==> config.mk <==
export PLATFORM = sky130hd
export DESIGN_NAME = fp_div_seq_flat
export DESIGN_NICKNAME = d
export VERILOG_FILES = /design/src/rtl/fp_div_seq_if.sv /design/src/rtl/fp_div_seq.sv /design/src/flat_wrapper.sv
export SDC_FILE = /design/constraint.sdc
export NUM_CORES = 1
export LEC_CHECK = 0
export ABC_AREA = 1
export CAP_MARGIN = 30
export CORE_MARGIN = 2
export CORE_UTILIZATION = 36
export CTS_BUF_LIST = sky130_fd_sc_hd__clkbuf_8
export CTS_CLUSTER_DIAMETER = 150
export CTS_CLUSTER_SIZE = 25
export DETAILED_ROUTE_END_ITERATION = 12
export DONT_BUFFER_PORTS = 1
export GPL_TIMING_DRIVEN = 0
export SYNTH_ARGS = -nofsm -noshare
export SYNTH_HDL_FRONTEND = slang
export SYNTH_SLANG_ARGS = --single-unit
==> constraint.sdc <==
create_clock -name clk -period 5 [get_ports clk]
set_clock_uncertainty 0.05 [all_clocks]
set_input_delay 1 -clock clk [delete_from_list [all_inputs] [get_ports clk]]
set_output_delay 1 -clock clk [all_outputs]
set_load 0.03 [all_outputs]
==> src/rtl/fp_div_seq_if.sv <==
// Handshake bundle for the sequential fixed-point divider: operand
// channel (in_valid/in_ready/a/b) and result channel
// (out_valid/out_ready/out/flags).
interface fp_div_seq_if #(
    parameter int fp_width = 16
);
    logic                       in_valid;
    logic                       in_ready;
    logic signed [fp_width-1:0] a;
    logic signed [fp_width-1:0] b;
    logic                       out_valid;
    logic                       out_ready;
    logic signed [fp_width-1:0] out;
    logic                       overflow;
    logic                       div_by_zero;

    modport master (
        output in_valid, a, b, out_ready,
        input  in_ready, out_valid, out, overflow, div_by_zero
    );

    modport slave (
        input  in_valid, a, b, out_ready,
        output in_ready, out_valid, out, overflow, div_by_zero
    );
endinterface

==> src/rtl/fp_div_seq.sv <==
// Sequential signed fixed-point divider (a / b, same Q format).
// Radix-2 restoring division on magnitudes, one quotient bit per cycle,
// followed by one sign-fix/saturation cycle. Divide-by-zero also passes
// through the fix cycle so its result appears one cycle after accept.
module fp_div_seq #(
    parameter int fp_width = 16,
    parameter int fp_frac  = 8
) (
    input logic         clk,
    input logic         rst_n,
    fp_div_seq_if.slave bus
);
    localparam int N  = fp_width + fp_frac;
    localparam int CW = $clog2(N);

    localparam logic [fp_width-1:0] MAX_VAL = {1'b0, {(fp_width-1){1'b1}}};
    localparam logic [fp_width-1:0] MIN_VAL = {1'b1, {(fp_width-1){1'b0}}};
    localparam logic [N-1:0] MAX_POS_Q = {{(N-fp_width+1){1'b0}}, {(fp_width-1){1'b1}}};
    localparam logic [N-1:0] MAX_NEG_Q = {{(N-fp_width){1'b0}}, 1'b1, {(fp_width-1){1'b0}}};

    typedef enum logic [1:0] {IDLE, DIV, FIX, DONE} state_t;

    state_t               state_q, state_d;
    logic                 sign_q, sign_d;
    logic                 sign_a_q, sign_a_d;
    logic                 zero_q, zero_d;
    logic [fp_width-1:0]  mag_b_q, mag_b_d;
    logic [N-1:0]         dvd_q, dvd_d;
    logic [fp_width:0]    rem_q, rem_d;
    logic [N-1:0]         quo_q, quo_d;
    logic [CW-1:0]        cnt_q, cnt_d;
    logic [fp_width-1:0]  res_q, res_d;
    logic                 ovf_q, ovf_d;
    logic                 dbz_q, dbz_d;

    logic [fp_width+1:0]  rem_shift;
    logic [fp_width:0]    sat;

    // Two's complement magnitude; the most negative value maps to 2^(fp_width-1).
    function automatic logic [fp_width-1:0] magnitude(input logic [fp_width-1:0] v);
        return v[fp_width-1] ? (~v + 1'b1) : v;
    endfunction

    // Apply sign to the truncated quotient magnitude and clamp to range.
    // Returns {overflow, value}.
    function automatic logic [fp_width:0] saturate(input logic neg, input logic [N-1:0] q);
        logic [fp_width-1:0] lo;
        lo = q[fp_width-1:0];
        if (!neg) begin
            if (q > MAX_POS_Q) return {1'b1, MAX_VAL};
            return {1'b0, lo};
        end
        if (q > MAX_NEG_Q) return {1'b1, MIN_VAL};
        return {1'b0, ~lo + 1'b1};
    endfunction

    assign bus.in_ready    = (state_q == IDLE);
    assign bus.out_valid   = (state_q == DONE);
    assign bus.out         = res_q;
    assign bus.overflow    = ovf_q;
    assign bus.div_by_zero = dbz_q;

    // Next-state logic: operand capture, one restoring step per DIV cycle, sign fix.
    always_comb begin
        state_d   = state_q;
        sign_d    = sign_q;
        sign_a_d  = sign_a_q;
        zero_d    = zero_q;
        mag_b_d   = mag_b_q;
        dvd_d     = dvd_q;
        rem_d     = rem_q;
        quo_d     = quo_q;
        cnt_d     = cnt_q;
        res_d     = res_q;
        ovf_d     = ovf_q;
        dbz_d     = dbz_q;
        rem_shift = {rem_q, dvd_q[N-1]};
        sat       = saturate(sign_q, quo_q);

        case (state_q)
            IDLE: begin
                if (bus.in_valid) begin
                    sign_d   = bus.a[fp_width-1] ^ bus.b[fp_width-1];
                    sign_a_d = bus.a[fp_width-1];
                    mag_b_d  = magnitude(bus.b);
                    dvd_d    = {magnitude(bus.a), {fp_frac{1'b0}}};
                    rem_d    = '0;
                    quo_d    = '0;
                    cnt_d    = CW'(N - 1);
                    zero_d   = (bus.b == '0);
                    state_d  = (bus.b == '0) ? FIX : DIV;
                end
            end
            DIV: begin
                dvd_d = dvd_q << 1;
                if (rem_shift >= {1'b0, 1'b0, mag_b_q}) begin
                    rem_d = rem_shift[fp_width:0] - {1'b0, mag_b_q};
                    quo_d = {quo_q[N-2:0], 1'b1};
                end else begin
                    rem_d = rem_shift[fp_width:0];
                    quo_d = {quo_q[N-2:0], 1'b0};
                end
                if (cnt_q == '0) state_d = FIX;
                else             cnt_d   = cnt_q - 1'b1;
            end
            FIX: begin
                if (zero_q) begin
                    res_d = sign_a_q ? MIN_VAL : MAX_VAL;
                    ovf_d = 1'b0;
                    dbz_d = 1'b1;
                end else begin
                    res_d = sat[fp_width-1:0];
                    ovf_d = sat[fp_width];
                    dbz_d = 1'b0;
                end
                state_d = DONE;
            end
            DONE: begin
                if (bus.out_ready) state_d = IDLE;
            end
            default: state_d = IDLE;
        endcase
    end

    // State and datapath registers; asynchronous reset aborts any operation.
    always_ff @(posedge clk or negedge rst_n) begin
        if (!rst_n) begin
            state_q  <= IDLE;
            sign_q   <= 1'b0;
            sign_a_q <= 1'b0;
            zero_q   <= 1'b0;
            mag_b_q  <= '0;
            dvd_q    <= '0;
            rem_q    <= '0;
            quo_q    <= '0;
            cnt_q    <= '0;
            res_q    <= '0;
            ovf_q    <= 1'b0;
            dbz_q    <= 1'b0;
        end else begin
            state_q  <= state_d;
            sign_q   <= sign_d;
            sign_a_q <= sign_a_d;
            zero_q   <= zero_d;
            mag_b_q  <= mag_b_d;
            dvd_q    <= dvd_d;
            rem_q    <= rem_d;
            quo_q    <= quo_d;
            cnt_q    <= cnt_d;
            res_q    <= res_d;
            ovf_q    <= ovf_d;
            dbz_q    <= dbz_d;
        end
    end
endmodule

==> src/flat_wrapper.sv <==
// flat-port wrapper written by rule: the top's interface ports become plain ports
module fp_div_seq_flat 
#(
    parameter int fp_width = 16,
    parameter int fp_frac  = 8
)
  (clk, rst_n, bus_in_valid, bus_a, bus_b, bus_out_ready, bus_in_ready, bus_out_valid, bus_out, bus_overflow, bus_div_by_zero);
  fp_div_seq_if #(.fp_width(fp_width)) bus_i ();
  input logic clk;
  input logic rst_n;
  input wire logic [$bits(bus_i.in_valid)-1:0] bus_in_valid;
  input wire logic [$bits(bus_i.a)-1:0] bus_a;
  input wire logic [$bits(bus_i.b)-1:0] bus_b;
  input wire logic [$bits(bus_i.out_ready)-1:0] bus_out_ready;
  output wire logic [$bits(bus_i.in_ready)-1:0] bus_in_ready;
  output wire logic [$bits(bus_i.out_valid)-1:0] bus_out_valid;
  output wire logic [$bits(bus_i.out)-1:0] bus_out;
  output wire logic [$bits(bus_i.overflow)-1:0] bus_overflow;
  output wire logic [$bits(bus_i.div_by_zero)-1:0] bus_div_by_zero;
  assign bus_i.in_valid = bus_in_valid;
  assign bus_i.a = bus_a;
  assign bus_i.b = bus_b;
  assign bus_i.out_ready = bus_out_ready;
  assign bus_in_ready = bus_i.in_ready;
  assign bus_out_valid = bus_i.out_valid;
  assign bus_out = bus_i.out;
  assign bus_overflow = bus_i.overflow;
  assign bus_div_by_zero = bus_i.div_by_zero;
  fp_div_seq #(.fp_width(fp_width), .fp_frac(fp_frac)) u_core (.clk(clk), .rst_n(rst_n), .bus(bus_i));
endmodule
== Yosys cells after proc, flatten, opt, wreduce, memory -nomap -nowiden ==
Index checks and enable logic that the tools add are counted.
Word-level totals
  bits in read-only memories: 0
  memories: 0
  logic and storage cells: 71
  bits in latches: 0
  output and inout bits: 20
  register bits after elaboration: 109
  bits in writable memories: 0
  input bits: 36
Operators by class
  reductions and logical operators: 8
  bitwise operators: 4
  multipliers: 0
  divide/modulo/power cells: 0
  equality and inequality tests: 7
  $add $sub $neg: 5
  muxes and demuxes: 32
  magnitude comparators: 3
  shifts and indexed selects: 0
Operators by type and width (count)
  17-bit 2-to-1 mux: 8
  24-bit case mux with 2 select lines: 2
  16-bit 2-to-1 mux: 4
  16-bit by 1-bit adder with 16-bit output (second input constant): 3
  24-bit 2-to-1 mux: 2
  16-bit inverter: 3
  17-bit case mux with 2 select lines: 1
  24-bit by 15-bit > comparator with 1-bit output (second input constant): 1
  24-bit by 16-bit > comparator with 1-bit output (second input constant): 1
  18-bit by 16-bit >= comparator with 1-bit output: 1
  17-bit by 16-bit subtractor with 17-bit output: 1
  16-bit logical NOT: 1
  5-bit 2-to-1 mux: 2
  5-bit case mux with 2 select lines: 1
  2-bit 2-to-1 mux: 4
  2-bit case mux with 4 select lines: 1
  1-bit 2-to-1 mux: 7
  2-bit inequality test (second input constant): 3
  3-bit AND reduction: 2
  5-bit logical NOT: 1
  5-bit by 1-bit subtractor with 5-bit output (second input constant): 1
  2-bit equality test (second input constant): 2
  2-bit AND reduction: 2
  2-bit by 1-bit equality test with 1-bit output (second input constant): 1
  4 further kinds: 4

== Longest topological paths before layout ==
Gate-level depths: netlist of run 1.
  depth after elaboration: 9
  depth in mapped cells: 14
  gate-level depth less buffers: 14

== Worst setup path after synthesis of run 1 ==
Ideal clock, no wire load.
  path kind: input-to-reg
  start: input port bus_a[0]
  end: register u_core.dvd_q[22]
  path buffers: 0
  library setup time: 0.132 ns
  data required time: 4.818 ns
  arrival: 2.041 ns
  stages on the path: 11
  setup slack: 2.777 ns
  cells stage by stage: inv_1 ha_1 nand2_1 o21ai_0 nand2_1 inv_1 nand2_1 nand2_1 nand3_1 nand2_1 o21ai_0
Between the ends
  word-level cells in the longest chain between the ends: 5
Ends and longest elaborated chain
  start: declaration: RTL line flat_wrapper.sv:12  | input wire logic [$bits(bus_i.a)-1:0] bus_a;
  16-bit inverter: RTL line fp_div_seq.sv:41  | return v[fp_width-1] ? (~v + 1'b1) : v;
  16-bit by 1-bit adder with 16-bit output: RTL line fp_div_seq.sv:41
  16-bit 2-to-1 mux: RTL line fp_div_seq.sv:41
  24-bit 2-to-1 mux: RTL line fp_div_seq.sv:82  | if (bus.in_valid) begin
  24-bit case mux with 2 select lines: RTL line fp_div_seq.sv:80  | case (state_q)
  end signal: assignment: RTL line fp_div_seq.sv:146  | dvd_q <= dvd_d;
  end: declaration: RTL line fp_div_seq.sv:28  | logic [N-1:0] dvd_q, dvd_d;
No other way between the ends. The select of a mux whose other input is x is not followed.
A chain may end at the register's enable or synchronous reset.

== Worst setup path in the final report of run 1 ==
  start: register u_core.state_q[0]
  end: output port bus_in_ready
Between the ends
  word-level cells in the longest chain between the ends: 1
Ends and longest elaborated chain
  start: declaration: RTL line fp_div_seq.sv:23  | state_t state_q, state_d;
  start signal: assignment: RTL line fp_div_seq.sv:141  | state_q <= state_d;
  2-bit logical NOT: RTL line fp_div_seq.sv:57  | assign bus.in_ready = (state_q == IDLE);
  end: declaration: RTL line flat_wrapper.sv:15  | output wire logic [$bits(bus_i.in_ready)-1:0] bus_in_ready;
No other way between the ends.

==> metrics.log, run 1 <==
INFO  metric status = finished clean
INFO  metric vias = just over 6k
INFO  metric dominant_register_cell_in_the_synthesized_netlist = sky130_fd_sc_hd__dfrtp_1
INFO  metric post_synth_fa_ha_maj_area_fraction = between 4 and 5%
INFO  metric detail_route.iter0.violations = 366
INFO  metric worstPathArrival = roughly 1.4 ns
INFO  metric cts-hold-fix-buffers = 0
INFO  metric critPathKind = flop to output pin
INFO  metric tightest_slew = between 0.6 and 0.7 ns
INFO  metric die_area = between 0.02 and 0.025 sq mm
INFO  metric synthXorXnorAreaFrac = roughly 3.6%
INFO  metric worst_slew_margin_rel = 55.4%
INFO  metric reg2reg_depth = 8
INFO  metric synth-edff-count = 0
INFO  metric finalWeightedCongestion = between 0.8 and 0.9
INFO  metric antenna_violations_before_repair = 0
INFO  metric maxCapViolations = 0
INFO  metric synth_cell_types = 40
INFO  metric chipHeight = around 140 microns
INFO  metric ys_ff_latch = 101
INFO  metric cts_post_setup_buffers_inserted = 0
INFO  metric drc_errors = 0
INFO  metric worst_ir_drop_vdd = about 0.00022 V
INFO  metric period_minus_slack = ~2.4 ns
INFO  metric die-width = roughly 140 microns
INFO  metric drive_gt1_share = under 10%
INFO  metric insertion_delay = roughly 0.38 ns
INFO  metric postSynthAreaPerCell = ~7.0 sq um
INFO  metric cts_buffer_depth = 2
INFO  metric post-route-period-util = between 40% and 50%
INFO  metric first_pass_iters = 5
INFO  metric ios = 56
INFO  metric antenna_left = 0
INFO  metric power.density_cell_area = roughly 800 mW/mm^2
INFO  metric final_net_count = between 1k and 1.5k
INFO  metric detailed_place_hpwl = around 13 mm
INFO  metric post_drt_wl_per_cell = about 14 microns
INFO  metric diodes = 0
INFO  metric setup_viol = 0
INFO  metric total_power = approximately 0.0057 W
INFO  metric initial_utilization = between 30 and 40%
INFO  metric placedInstanceArea = 0.00713 sq mm
INFO  metric asyncSetResetFlopFracSynth = 100%
INFO  metric overflow = 0
INFO  metric cts_repair_resize_count = 0
INFO  metric yosys_warnings = 0
INFO  metric static_leak = approximately 3.8 nW
INFO  metric timing.hold.worst.class = input pin to async pin
INFO  metric cts_tree = done
INFO  metric post-place-cells = ~1.2k
INFO  metric rr_startpoint = u_core.state_q[0]$_DFFE_PN0P_
INFO  metric synth-simple-area-share = ~34%
INFO  metric slew_viol_final = 0
INFO  metric final.setup.tns = 0 ns
INFO  metric postSynthNetCount = around 1.0k
INFO  metric post-route-cell-area = about 0.0074 sq mm
INFO  metric compound_gate_fraction_of_synth_area = between 10 and 15%
INFO  metric first_global_vias = 5789
INFO  metric finish.cell_count_without_fillers = ~1.2k
INFO  metric critPathMaxFanout = 6
INFO  metric cts.clk_slew.worst_paths = 0.10 ns
INFO  metric report.final.hold_viol_count = 0
INFO  metric drt_wl_total = approximately 17 mm
INFO  metric critical_path_data_required_time = 3.95 ns
INFO  metric grt_max_degree = around 100
INFO  metric core_area = about 0.019 sq mm
INFO  metric via_per_inst = 4.96
INFO  metric final.fill_count = ~2.0k
INFO  metric rows = 50
INFO  metric netlist_area = roughly 0.007 sq mm
INFO  metric clkSinkCount = 101
INFO  metric kind_of_launch_point_of_the_worst_setup_path = flop
INFO  metric track_usage = about 18%
INFO  metric clock-root-buffer = sky130_fd_sc_hd__clkbuf_8
INFO  metric critPathCaptureType = output pin
INFO  metric multiplexer_area_fraction_after_synthesis = 0%
INFO  metric cts.htree.levels = 3
INFO  metric unrepaired_setup_endpoints_after_global_routing = false
INFO  metric synth_top_family_by_area = simple AND/OR/NAND/NOR gates
INFO  metric grt_first_pass_wirelength = 28.6 mm
INFO  metric crit_start = u_core.state_q[0]$_DFFE_PN0P_
INFO  metric cts_inserted_buffers = 9
INFO  metric post_synth_inst_count = 971
INFO  metric io_buffers = 0
INFO  metric fraction_of_the_yosys_area_taken_by_sequential_cells = 37.0%
INFO  metric maxClockFrequency = just over 400 MHz
INFO  metric area.growth.synth_to_final = 7.54%
-- metrics by stage --
stage | util (%) | worst slack, ns | hold slack (ns)
finish | 39.4 | 2.58 | 0.250
global route | 39.4 | 2.39 | 0.215
CTS | 39.4 | 2.54 | 0.230
detailed placement | 38.2 | 2.54 | 0.417
global placement | 38.2 | 2.55 | 0.415
floorplan | - | 2.78 | 0.398
-- cell usage in the layout (no fill, tap or decap), types with 24 or more instances in the layout --
cell	instances
sky130_fd_sc_hd__o21ai_0	75
sky130_fd_sc_hd__nand4_1	26
sky130_fd_sc_hd__nand2_1	281
sky130_fd_sc_hd__nand3_1	74
sky130_fd_sc_hd__o22ai_1	24
sky130_fd_sc_hd__ha_1	25
sky130_fd_sc_hd__dfrtp_1	101
sky130_fd_sc_hd__inv_1	132
sky130_fd_sc_hd__nor2_1	76
-- final timing paths --
check | to | slack, ns
max | bus_in_ready | 2.58
min | u_core.cnt_q[4]$_DFFE_PN0P_ | 0.25
max reg2reg | u_core.mag_b_q[14]$_DFFE_PN0P_ | 2.68
min reg2reg | u_core.dvd_q[20]$_DFFE_PN0P_ | 0.44
max in group asynchronous | u_core.rem_q[3]$_DFFE_PN0P_ | 4.45
min in group clk | u_core.dvd_q[20]$_DFFE_PN0P_ | 0.44
-- per-layer routing --
metal  vias up  track usage (%)  wire, microns
met4         0             3.79            133
met2        99             28.3           7730
li1       3152                -              -
met1      2803             24.7           8450
met5         -                0              0
met3         8             3.34            628
-- synth_stat cells, types with 2 or more instances --
cell                       count  share of area [%]
sky130_fd_sc_hd__a22oi_1       2               0.22
sky130_fd_sc_hd__nand2_1     281                 15
sky130_fd_sc_hd__ha_1         25                4.6
sky130_fd_sc_hd__xnor2_1      10                1.3
sky130_fd_sc_hd__nor2_2        2               0.18
sky130_fd_sc_hd__nand3_4       2               0.51
sky130_fd_sc_hd__o22ai_1      24                2.2
sky130_fd_sc_hd__inv_2         5               0.27
sky130_fd_sc_hd__xor2_1       18                2.3
sky130_fd_sc_hd__o21ai_1       2               0.15
sky130_fd_sc_hd__clkbuf_1     20                1.1
sky130_fd_sc_hd__nand2_2      16                1.5
sky130_fd_sc_hd__inv_1       131                7.2
sky130_fd_sc_hd__nor2_1       76                4.2
sky130_fd_sc_hd__nand3_1      74                5.4
sky130_fd_sc_hd__nand2_4       2               0.33
sky130_fd_sc_hd__dfrtp_1     101                 37
sky130_fd_sc_hd__nor2_4        3               0.49
sky130_fd_sc_hd__nand3b_1      5               0.55
sky130_fd_sc_hd__a21oi_1      20                1.5
sky130_fd_sc_hd__nand3_2      12                1.8
sky130_fd_sc_hd__o21ai_0      75                5.5
sky130_fd_sc_hd__a22o_1        2               0.26
sky130_fd_sc_hd__o221ai_1      2               0.26
sky130_fd_sc_hd__o211ai_1      2               0.22
sky130_fd_sc_hd__nor3_1       11               0.81
sky130_fd_sc_hd__or2_2         3               0.27
sky130_fd_sc_hd__buf_2         8               0.59
sky130_fd_sc_hd__nand4_1      26                2.4
-- area by class of cell --
| type | instances | area (sq um) | area share [%] |
|---|---|---|---|
| multi-input cells | 702 | 3650 | 49.6 |
| inverters | 137 | 515 | 7.01 |
| clock inverters | 6 | 85.1 | 1.16 |
| plain buffers | 31 | 146 | 1.99 |
| well taps | 234 | 293 | 3.98 |
| flip-flops and latches | 101 | 2530 | 34.4 |
| clock buffers | 10 | 138 | 1.87 |
-- worst max-delay path: stages, from the launching register on --
cell,delay [ns]
sky130_fd_sc_hd__dfrtp_1,0.41
sky130_fd_sc_hd__inv_1,0.11
sky130_fd_sc_hd__ha_1,0.48
-- sequential cells by signal, indices dropped and copies added (netlist names) --
register / cells
u_core.quo_q: 24
u_core.cnt_q: 5
u_core.sign_a_q: 1
u_core.bus.overflow: 1
u_core.zero_q: 1
u_core.dvd_q: 16
u_core.mag_b_q: 16
u_core.bus.out: 16
u_core.state_q: 2
u_core.rem_q: 17
u_core.sign_q: 1
u_core.bus.div_by_zero: 1
-- cells by family after synthesis --
kind of cell / Yosys count
adders and majority gates: 26
DFF: 101
xor gates and xnor gates: 28
buffers and inverters: 168
and+or+nand+nor: 516
AOI/OAI and AO/OA: 132
-- power breakdown --
| part | internal, W | switching [W] |
|---|---|---|
| clock | 0.000295 | 0.000291 |
| sequential | 0.00116 | 0.000356 |
| combinational | 0.00127 | 0.00236 |
No activity file was read; power rests on OpenSTA's default activity.
==> run 2, diff against run 1 <==
Clock period 5 ns to 2.25 ns, I/O delays scaled along.
==> run 2 against run 1 <==
The flow now finishes with violations (hold timing). Combinational power rose by 120%. Power grew 120%. Routed wire length about the same. Cell count did not move. Via count fell by 0.56%. Sequential cell count is the same. Die area stayed put. Non-clock buffer count unchanged. Sequential share of layout area is 0.16 points lower. Critical path depth increased by 9. Final area grew 0.48%. Register-to-register slack got worse by 2.5 ns. Critical endpoint is now u_core.rem_q[12]$_DFFE_PN0P_. Largest power group unchanged.
==> metrics.log, run 2 (synthesis gave the netlist of run 1 again) <==
INFO  metric ios = 56
INFO  metric globalRoute.busiestLayer = met2
INFO  metric largest_register_ffs = 24
INFO  metric final.fill_count = between 2k and 2.5k
INFO  metric grt.met1_usage = between 20% and 30%
INFO  metric use_met3 = ~3.3%
INFO  metric io_buffers = 0
INFO  metric diodes = 0
INFO  metric comb_power_share = 63.5%
INFO  metric maxClockFrequency = about 480 MHz
INFO  metric vias = about 6k
INFO  metric critPathMaxStageDelay = about 0.41 ns
INFO  metric power_frac_seq = 26.3%
INFO  metric drive_gt1_share = 8.31%
INFO  metric largest_registers = u_core.quo_q x24, u_core.rem_q x17
INFO  metric worst_ir_drop_vdd = between 0.0004 and 0.0005 V
INFO  metric placedInstanceArea = between 0.007 and 0.008 sq mm
INFO  metric ordered_list_of_cells_on_the_worst_path = ha_1 -> nand2_1 -> inv_2 -> nand2_1 -> nand2_1 -> a21oi_4 -> nand3_4 -> buf_12 -> nand2_2 -> nand3_2 -> nand2_1
INFO  metric detailed_place_hpwl = around 13 mm
INFO  metric chipHeight = 142 microns
INFO  metric setup_viol = 0
INFO  metric clock-root-buffer = sky130_fd_sc_hd__clkbuf_8
INFO  metric timing.hold.worst.class = input pin to async pin
INFO  metric detail_route.iter0.violations = 363
INFO  metric slew_viol_final = 0
INFO  metric timing.critical_path.buf_inv = 2
INFO  metric grt_max_degree = ~100
INFO  metric critPathMaxFanout = 10
INFO  metric mostFrequentLayoutCells = sky130_fd_sc_hd__nand2_1, sky130_fd_sc_hd__inv_1, sky130_fd_sc_hd__dfrtp_1, sky130_fd_sc_hd__nor2_1, sky130_fd_sc_hd__o21ai_0
INFO  metric maxCapViolations = 0
INFO  metric critPathCaptureType = flop
INFO  metric die-width = around 140 microns
INFO  metric rows = 50
INFO  metric static_leak = roughly 3.8 nW
INFO  metric post-route-cell-area = between 0.007 and 0.008 sq mm
INFO  metric clkSinkCount = 101
INFO  metric post-place-cells = ~1.2k
INFO  metric grt_first_pass_wirelength = 28.6 mm
INFO  metric antenna_left = 0
INFO  metric critical_path_data_required_time = between 2 and 3 ns
INFO  metric violated_checks = hold timing
INFO  metric first_global_vias = a little under 6k
INFO  metric first_pass_iters = 4
INFO  metric die_area = 0.0201 sq mm
INFO  metric track_usage = between 10% and 20%
INFO  metric overflow = 0
INFO  metric drt_wl_total = roughly 17 mm
INFO  metric post_drt_wl_per_cell = roughly 14 microns
INFO  metric drc_errors = 0
INFO  metric power.share.clock = 10.2%
INFO  metric top_register_by_number_of_flip_flops = u_core.quo_q
INFO  metric worst_slew_margin_rel = ~62%
INFO  metric fin_hold_ws = -0.300 ns
INFO  metric report.final.hold_viol_count = 101
INFO  metric finish.cell_count_without_fillers = 1221
INFO  metric unrepaired_setup_endpoints_after_global_routing = false
INFO  metric cts_inserted_buffers = 9
INFO  metric cts_tree = done
INFO  metric cts.htree.levels = 3
INFO  metric via_per_inst = between 4 and 5
INFO  metric tightest_slew = ~0.57 ns
INFO  metric initial_utilization = ~37%
INFO  metric worst_path_dominant_cell_family = simple AND/OR/NAND/NOR gates
INFO  metric core_area = 0.0186 sq mm
INFO  metric insertion_delay = approximately 0.38 ns
INFO  metric period_minus_slack = 2.09 ns
INFO  metric area.growth.synth_to_final = 8.05%
INFO  metric cpMaxStageDelayCell = sky130_fd_sc_hd__dfrtp_1
INFO  metric finalWeightedCongestion = about 0.86
INFO  metric cts.clk_slew.worst_paths = 0.10 ns
INFO  metric antenna_violations_before_repair = 0
INFO  metric status = finished, violations left
INFO  metric grt_use_met2 = about 28%
INFO  metric final_net_count = 1044
INFO  metric design_internal_power = 0.00611 W
INFO  metric cts_post_setup_buffers_inserted = 0
INFO  metric post-route-period-util = 92.7%
INFO  metric critPathKind = flop to flop
INFO  metric leading_cell_type_in_the_layout_fill_and_taps_excluded = sky130_fd_sc_hd__nand2_1
INFO  metric power.density_cell_area = ~1700 mW/mm^2
INFO  metric cts_buffer_depth = 2
INFO  metric worstPathArrival = around 2.4 ns
INFO  metric kind_of_launch_point_of_the_worst_setup_path = flop
INFO  metric power.switching_fraction = 52.4%
INFO  metric crit_path_frequent_cell = sky130_fd_sc_hd__nand2_1
INFO  metric power_switching = approximately 0.0067 W
run 2: path summary, 6_finish.rpt:
kind	startpoint	to	slack [ns]	cells past startpoint
max	u_core.rem_q[12]$_DFFE_PN0P_	u_core.rem_q[12]$_DFFE_PN0P_	0.16	11
min	rst_n	u_core.cnt_q[4]$_DFFE_PN0P_	-0.30	0
max reg2reg	u_core.rem_q[12]$_DFFE_PN0P_	u_core.rem_q[12]$_DFFE_PN0P_	0.16	11
min reg2reg	u_core.dvd_q[15]$_DFFE_PN0P_	u_core.dvd_q[15]$_DFFE_PN0P_	0.44	2
max in group asynchronous	rst_n	u_core.rem_q[3]$_DFFE_PN0P_	2.26	0
min in group clk	bus_a[0]	u_core.dvd_q[8]$_DFFE_PN0P_	0.20	2
run 2: layer usage:
layer / wire (microns) / part of all wire, % / vias to the layer above
li1: - / - / 3152
met5: 0 / 0 / -
met2: 7690 / 45 / 112
met3: 685 / 4.0 / 10
met1: 8430 / 50 / 2754
met4: 140 / 0.83 / 0
run 2: area by class of cell:
| class | count | area [sq um] | area share [%] |
|---|---|---|---|
| clock inverter | 6 | 85.1 | 1.15 |
| buffer | 31 | 163 | 2.20 |
| tap | 234 | 293 | 3.96 |
| sequential | 101 | 2530 | 34.2 |
| clock buffer | 10 | 138 | 1.86 |
| multi-input combinational | 702 | 3670 | 49.6 |
| inverter | 137 | 515 | 6.98 |
run 2: stage by stage:
stage                     TNS [ns]  setup slack, ns  utilization, %  power, W
after floorplan                  0            0.388               -   0.00970
after global placement      -0.380           -0.123            38.2    0.0114
after detailed placement    -0.423           -0.118            38.2    0.0115
after CTS                        0           0.0246            39.5    0.0128
after global routing             0          0.00191            39.6    0.0142
final                            0            0.165            39.6    0.0128
run 2: timing repair:
item,CTS,global route
endpoints found under the hold margin,101,101
endpoints found under the setup margin,7,34
pin swaps,0,1
gates resized for setup,1,19
run 2: power by group through the flow:
stage / Sequential [W] / Combinational (W) / Clock (W)
after floorplan: 0.00325 / 0.00645 / 0
after global placement: 0.00340 / 0.00798 / 0
after detailed placement: 0.00341 / 0.00807 / 0
after CTS: 0.00338 / 0.00811 / 0.00135
after global routing: 0.00348 / 0.00934 / 0.00142
final: 0.00338 / 0.00815 / 0.00131
==> edit (flow settings as in run 2) <==
Encoding of `state_t`: now one-hot (4 bits for 4 states).
--- a/src/rtl/fp_div_seq.sv
+++ b/src/rtl/fp_div_seq.sv
@@ -18,7 +18,7 @@
     localparam logic [N-1:0] MAX_POS_Q = {{(N-fp_width+1){1'b0}}, {(fp_width-1){1'b1}}};
     localparam logic [N-1:0] MAX_NEG_Q = {{(N-fp_width){1'b0}}, 1'b1, {(fp_width-1){1'b0}}};
 
-    typedef enum logic [1:0] {IDLE, DIV, FIX, DONE} state_t;
+    typedef enum logic [3:0] {IDLE = 4'b0001, DIV = 4'b0010, FIX = 4'b0100, DONE = 4'b1000} state_t;
 
     state_t               state_q, state_d;
     logic                 sign_q, sign_d;
Formal check against the unedited RTL: same outputs for any inputs over 10 cycles, from zero or initial values and one cycle with rst_n low; not proved beyond that.
==> edit against run 2 <==
  * The run still ends with hold timing left
  * Utilization up 0.19 points
  * Die area shrank 0.27%
  * Wire length rose by 3.5%
  * Worst setup slack lost 33 ps
  * Sequential cell count up 2
  * Synthesized area decreased by 0.27%
  * Design area up 0.47%
  * Power rose by 0.38%
  * Largest power group unchanged
==> edit: results (changes against run 2) <==
Non-Clock Inverter Count 162 (+18%); syn avg cell area 7.02 um2 (-0.38%); metal1 wirelength 8580 um (+1.9%); commonest cells in the netlist nand2_1, inv_1, dfrtp_1; Comb pwr share 63.3% (-0.2 points); later-pin clock latency in the skew report 400 ps (+20 ps); All-Layer GR Usage 17.9% (+0.32 points); relative slew slack 59.8% (-2.3 points); final setup margin 132 ps (-33.3 ps); clock buffers 9 (-1); dpl cell area 7110 um2 (-0.26%); multi-input gates 676 (-3.7%); slowest cell delay on critical path 470 ps (+60 ps); sequential share of cell area 34.7% (+0.53 points); pin count of the biggest net entering global routing 104 (+2.0%); Netlist cell types 42 (+5.0%); status complete, but fails checks; Final Hold Vio Count 103 (+2.0%); met3 WL 740 um (+8.0%); nets 1045 (+0.096%); WL met2 7880 um (+2.5%); met2 Use GR 27.8% (-0.51 points); Switching Share 52.4% (about the same); Placed Instances 1206 (+0.083%); largest vdd supply drop 0.578 mV (+16%); multi-input logic portion of the cell area 47.4% (-2.3 points); Place WS 68.5 ps (+186 ps); drt pass-1 iters 5 (+1); dpl hpwl 13100 um (+1.7%); Final non-clock buffer share 2.87% (+0.66 points); FF-to-FF path depth 8 (-3); Util after Layout 39.8% (+0.19 points); Placer Congestion 0.857 (-0.78%); vias in the first global route 5686 (-1.8%); failing checks hold timing; first-pass GRT wire length 28700 um (+0.36%); Hold WS -308 ps (-7.85 ps)
-- edit: cell count changes in the layout (fill, tap and decap cells not counted), moves of 6 or more --
cell,run 2,this run
nor2_1,76,51
inv_1,131,153
o21ai_0,74,56
nand2_1,281,298
nand3_2,13,3
nand3_1,73,64
ha_1,24,17
nor3_1,11,18
buf_2,5,11
-- edit: logic make-up (layout without fill, tap and decap cells) --
| group | count (synthesis) | in the layout | share of synthesized area, % |
|---|---|---|---|
| xor gates and xnor gates | 31 | 31 | 3.98 |
| buffers and inverters | 193 | 213 | 11.2 |
| adders and majority gates | 22 | 22 | 4.15 |
| AOI/OAI and AO/OA | 123 | 123 | 10.4 |
| DFF | 103 | 103 | 37.8 |
| and+or+nand+nor | 500 | 500 | 32.5 |
-- edit: timing repair --
action	4_1_cts	5_1_grt
endpoints found under the hold margin	103	103
resized for setup	1	19
pin swaps	0	3
endpoints found under the setup margin	1	54
buffers inserted	0	4
